--- config.mk ---
export PLATFORM = sky130hd
export DESIGN_NAME = axis_header_rr_arbiter
export DESIGN_NICKNAME = d
export VERILOG_FILES = /design/src/rtl/axis_header_rr_arbiter.sv
export SDC_FILE = /design/constraint.sdc
export NUM_CORES = 1
export LEC_CHECK = 0
export BUFFER_PORTS_ARGS = -buffer_cell sky130_fd_sc_hd__buf_4
export CAP_MARGIN = 5
export CORE_AREA = 2 2 90 92
export CTS_BUF_LIST = sky130_fd_sc_hd__clkbuf_8
export DETAILED_ROUTE_END_ITERATION = 10
export DIE_AREA = 0 0 92 94
export MAX_ROUTING_LAYER = met4
export SYNTH_ARGS = -nofsm -noshare
export SYNTH_HDL_FRONTEND = slang
export SYNTH_SLANG_ARGS = --single-unit
--- constraint.sdc ---
create_clock -name clk -period 3.7 [get_ports clk]
set_clock_uncertainty 0.2 [all_clocks]
set_input_delay 1.11 -clock clk [delete_from_list [all_inputs] [get_ports clk]]
set_output_delay 1.11 -clock clk [all_outputs]
set_load 0.02 [all_outputs]
--- src/rtl/axis_header_rr_arbiter.sv ---
// Packet-level round-robin arbiter that feeds one header inserter from NUM_SRC AXI-Stream sources.
// Optional per-source packet counters are enabled with `define AXIS_ARB_PKT_CNT_EN.
module axis_header_rr_arbiter #(
  parameter int NUM_SRC      = 2,
  parameter int DATA_WD      = 32,
  parameter int DATA_BYTE_WD = DATA_WD / 8,
  localparam int GW          = $clog2(NUM_SRC)
) (
  input  logic                            clk,
  input  logic                            rst_n,
  input  logic [NUM_SRC-1:0]              s_valid_in,
  input  logic [NUM_SRC*DATA_WD-1:0]      s_data_in,
  input  logic [NUM_SRC*DATA_BYTE_WD-1:0] s_keep_in,
  input  logic [NUM_SRC-1:0]              s_last_in,
  output logic [NUM_SRC-1:0]              s_ready_in,
  input  logic [NUM_SRC-1:0]              s_valid_insert,
  input  logic [NUM_SRC*DATA_WD-1:0]      s_header_insert,
  input  logic [NUM_SRC*DATA_BYTE_WD-1:0] s_keep_insert,
  output logic [NUM_SRC-1:0]              s_ready_insert,
  output logic                            m_valid_in,
  output logic [DATA_WD-1:0]              m_data_in,
  output logic [DATA_BYTE_WD-1:0]         m_keep_in,
  output logic                            m_last_in,
  input  logic                            m_ready_in,
  output logic                            m_valid_insert,
  output logic [DATA_WD-1:0]              m_header_insert,
  output logic [DATA_BYTE_WD-1:0]         m_keep_insert,
  input  logic                            m_ready_insert,
  output logic [GW-1:0]                   grant,
  output logic                            busy
`ifdef AXIS_ARB_PKT_CNT_EN
  ,
  output logic [NUM_SRC*16-1:0]           pkt_cnt
`endif
);

  typedef enum logic {IDLE, PKT} state_t;

  state_t        state, state_nxt;
  logic [GW-1:0] rr_ptr;
  logic [GW-1:0] winner;
  logic          any_req;
  logic          hdr_done;
  logic          pkt_end;
  logic          hdr_hs;

  assign pkt_end = (state == PKT) && m_valid_in && m_ready_in && m_last_in;
  assign hdr_hs  = m_valid_insert && m_ready_insert;

  // First requester at or above rr_ptr, wrapping modulo NUM_SRC.
  always_comb begin
    winner  = rr_ptr;
    any_req = 1'b0;
    for (int k = 0; k < NUM_SRC; k++) begin
      if (!any_req && s_valid_insert[(int'(rr_ptr) + k) % NUM_SRC]) begin
        winner  = GW'((int'(rr_ptr) + k) % NUM_SRC);
        any_req = 1'b1;
      end
    end
  end

  always_ff @(posedge clk or negedge rst_n) begin
    if (!rst_n) state <= IDLE;
    else        state <= state_nxt;
  end

  always_ff @(posedge clk or negedge rst_n) begin
    if (!rst_n) begin
      grant    <= '0;
      rr_ptr   <= '0;
      hdr_done <= 1'b0;
    end else begin
      if (state == IDLE && any_req) grant <= winner;
      if (pkt_end) begin
        rr_ptr   <= (grant == GW'(NUM_SRC - 1)) ? '0 : grant + 1'b1;
        hdr_done <= 1'b0;
      end else if (hdr_hs) begin
        hdr_done <= 1'b1;
      end
    end
  end

  always_comb begin
    state_nxt = state;
    case (state)
      IDLE:    if (any_req) state_nxt = PKT;
      PKT:     if (pkt_end) state_nxt = IDLE;
      default: state_nxt = IDLE;
    endcase
  end

  // Only the granted source is routed; everything is quiet outside a packet.
  always_comb begin
    busy            = (state == PKT);
    m_valid_in      = 1'b0;
    m_data_in       = '0;
    m_keep_in       = '0;
    m_last_in       = 1'b0;
    m_valid_insert  = 1'b0;
    m_header_insert = '0;
    m_keep_insert   = '0;
    s_ready_in      = '0;
    s_ready_insert  = '0;
    if (state == PKT) begin
      m_valid_in             = s_valid_in[grant];
      m_data_in              = s_data_in[grant*DATA_WD +: DATA_WD];
      m_keep_in              = s_keep_in[grant*DATA_BYTE_WD +: DATA_BYTE_WD];
      m_last_in              = s_last_in[grant];
      s_ready_in[grant]      = m_ready_in;
      m_valid_insert         = s_valid_insert[grant] & ~hdr_done;
      m_header_insert        = s_header_insert[grant*DATA_WD +: DATA_WD];
      m_keep_insert          = s_keep_insert[grant*DATA_BYTE_WD +: DATA_BYTE_WD];
      s_ready_insert[grant]  = m_ready_insert & ~hdr_done;
    end
  end

`ifdef AXIS_ARB_PKT_CNT_EN
  always_ff @(posedge clk or negedge rst_n) begin
    if (!rst_n) begin
      pkt_cnt <= '0;
    end else if (pkt_end) begin
      pkt_cnt[grant*16 +: 16] <= pkt_cnt[grant*16 +: 16] + 16'd1;
    end
  end
`endif

endmodule

==> impl_metrics.toml <==
[outcome]
outcome = "finished, final reports clean"

[synth]
syn_avg_cell_area_um2 = 6.98
synth_area_mm2 = 0.00131
yosys.cell_types.count = 17
yosys.area.top_type = "mux2i_1"
ys_ff_latch = 4
yosysMostFrequentCell = "nor2_1"
synth.area.top_cells = "mux2i_1 57%, nor2_1 22%, dfrtp_1 7.6%"
yosys_warnings = 0
synth-async-reset-ratio_pct = 100
synth_edf_count = 0
ys.flop_type = "dfrtp_1"
yosys.area.top_type_share_pct = 57.2
syn_nets = 342
synth-seq-area-share_pct = 7.63
synthTopCellsByCount = "76 x nor2_1, 75 x mux2i_1, 9 x clkbuf_1"
synthCells = 188

[clocking]
h-tree-depth = 1
ctsResizeCount = 0
root_buffer = "clkbuf_8"
clkTransAtPathRegs_ns = 0.03
cts-hold-fix-buffers = 0
post-cts-setup-buffers = 0
cts_tree = "yes"
numCtsBuffers = 3
cts.sinks = 4
clkLatencyLatePin_ns = 0.22
clk_path_buf_depth = 2

[timing]
max_freq_ghz = 0.326
tns_ns = 0
rsz0062_at_grt = "no"
period_share_pct = 83.0
whs_ns = 0.333
slew_headroom_pct = 58.0
fin_crit_ns = 3.07
drv_slew = 0
max_slew.worst_pin.slew_ns = 0.629
worst_slack_ns = 0.630
finalSetupViolCount = 0
hold_viol = 0

[worst_setup_path]
start_kind = "input pin"
crit_required_ns = 2.39
cp_data_arrival_time_ns = 1.76
path_cells = "buf_4 > mux2_2 > nand2_1 > nor2_1 > buf_4"
worst_path_max_delay_cell = "mux2_2"
cpPeakStageDelay_ns = 0.27
cpMostUsedCell = "buf_4"
crit_type = "input pin to output port"
end_kind = "output port"
r2r_setup_slack_ns = 1.80
path_max_fanout = 4

[cells_and_area]
drive_above_1_share_pct = 59.2
n_antenna_cell = 0
nets = 567
layout.cells.non_filler = 514
fillCellCount = 776
multiInputGateArea_mm2 = 0.00113
fin_util_pct = 42.4
areaGrowthSynthToFinish_pct = 146
design_area_mm2 = 0.00323
seq_area_um2 = 104

[route]
via_count = 2207
ant_nets = 0
wl_per_cell_um = 13.2
vias_per_cell = 4.29
drc = 0
drt_iter0_drc = 37
first_pass_iters = 4
routed_wirelength_um = 6780

[floorplan]
rows = 32
die_area_mm2 = 0.00865
io_pins = 235
die-width_um = 92
die_h_um = 94
start_util_pct = 17.3
core_mm2 = 0.00761

[global_route]
grt_pass1_vias = 2103
grt_max_degree = 48
antenna_found_initial = 0
grt_overflow_total = 0
grt_pass1_wl_um = 9770
grt_use_total_pct = 14.1

[pwr]
power.density_mw_per_mm2 = 644
ir_drop_mv = 0.386
leakage_nw = 1.92
power.total_mw = 2.08

[placed_design]
dpl.hpwl_um = 5590
place_ws_ns = 0.637
placed_area_mm2 = 0.00318
place_inst = 510
gp_congestion = 0.751
portBuffers = 234

[run]
maxCapViolCount = 0

[worst_hold_path]
hold_class = "flip-flop to flip-flop"
path summary, 6_finish.rpt:
kind                                   start             end  cells past startpoint
max reg2reg                             busy          rr_ptr                      3
min reg2reg                           rr_ptr          rr_ptr                      2
max in group asynchronous              rst_n           grant                      1
max                        s_valid_insert[1]  m_valid_insert                      5
min in group asynchronous              rst_n           grant                      1
min                                   rr_ptr          rr_ptr                      2
cell type report:
cell class,count,area share [%]
tap,102,3.96
multi-input combinational,165,34.9
inverter,2,0.233
clock buffer,3,1.28
timing repair buffer,237,56.3
sequential,4,3.22
clock inverter,1,0.116
cell families (layout without fill, tap and decap cells):
logic type	count (synthesis)	in the layout	share of synthesized area, %
simple gates	85	85	25.6
mux	76	76	58.1
buf+inv	19	243	6.58
compound gates	4	4	2.10
flops	4	4	7.63
critical path, delay by kind of cell:
family                 cells  cell delay, ns
and+or+nand+nor            2            0.11
buffers and inverters      2            0.27
muxes                      1            0.27
registers in the layout, indices dropped and copies added (netlist names):
| signal | flops |
|---|---|
| hdr_done | 1 |
| grant | 1 |
| busy | 1 |
| rr_ptr | 1 |
cell usage in the layout, fill, tap and decap left out:
| cell | instances |
|---|---|
| dfrtp_1 | 3 |
| nor2_1 | 76 |
| nor3b_1 | 1 |
| buf_12 | 3 |
| a21oi_1 | 1 |
| o31a_1 | 1 |
| dfrtp_4 | 1 |
| and3_1 | 2 |
| a31oi_1 | 1 |
| mux2i_1 | 75 |
| buf_4 | 234 |
| nor3_1 | 1 |
| mux2_2 | 1 |
| inv_2 | 1 |
| or4_4 | 1 |
| o21a_1 | 1 |
| clkbuf_8 | 3 |
| inv_1 | 2 |
| nand2_1 | 4 |
routing by layer:
layer / vias up / GRT usage, % / share of wire (%)
met1: 967 / 14.2 / 34
li1: 1085 / - / -
met4: 0 / 3.48 / 1.2
met3: 8 / 3.61 / 12
met2: 147 / 27.3 / 53
met5: - / - / 0
power breakdown:
group	switching [mW]	internal, mW	total (mW)
logic	1.02	0.872	1.89
clock network	0.0247	0.0709	0.0956
registers	0.0224	0.0667	0.0891
total	1.07	1.01	2.08
Note: power is estimated with default switching activity, not from simulation.
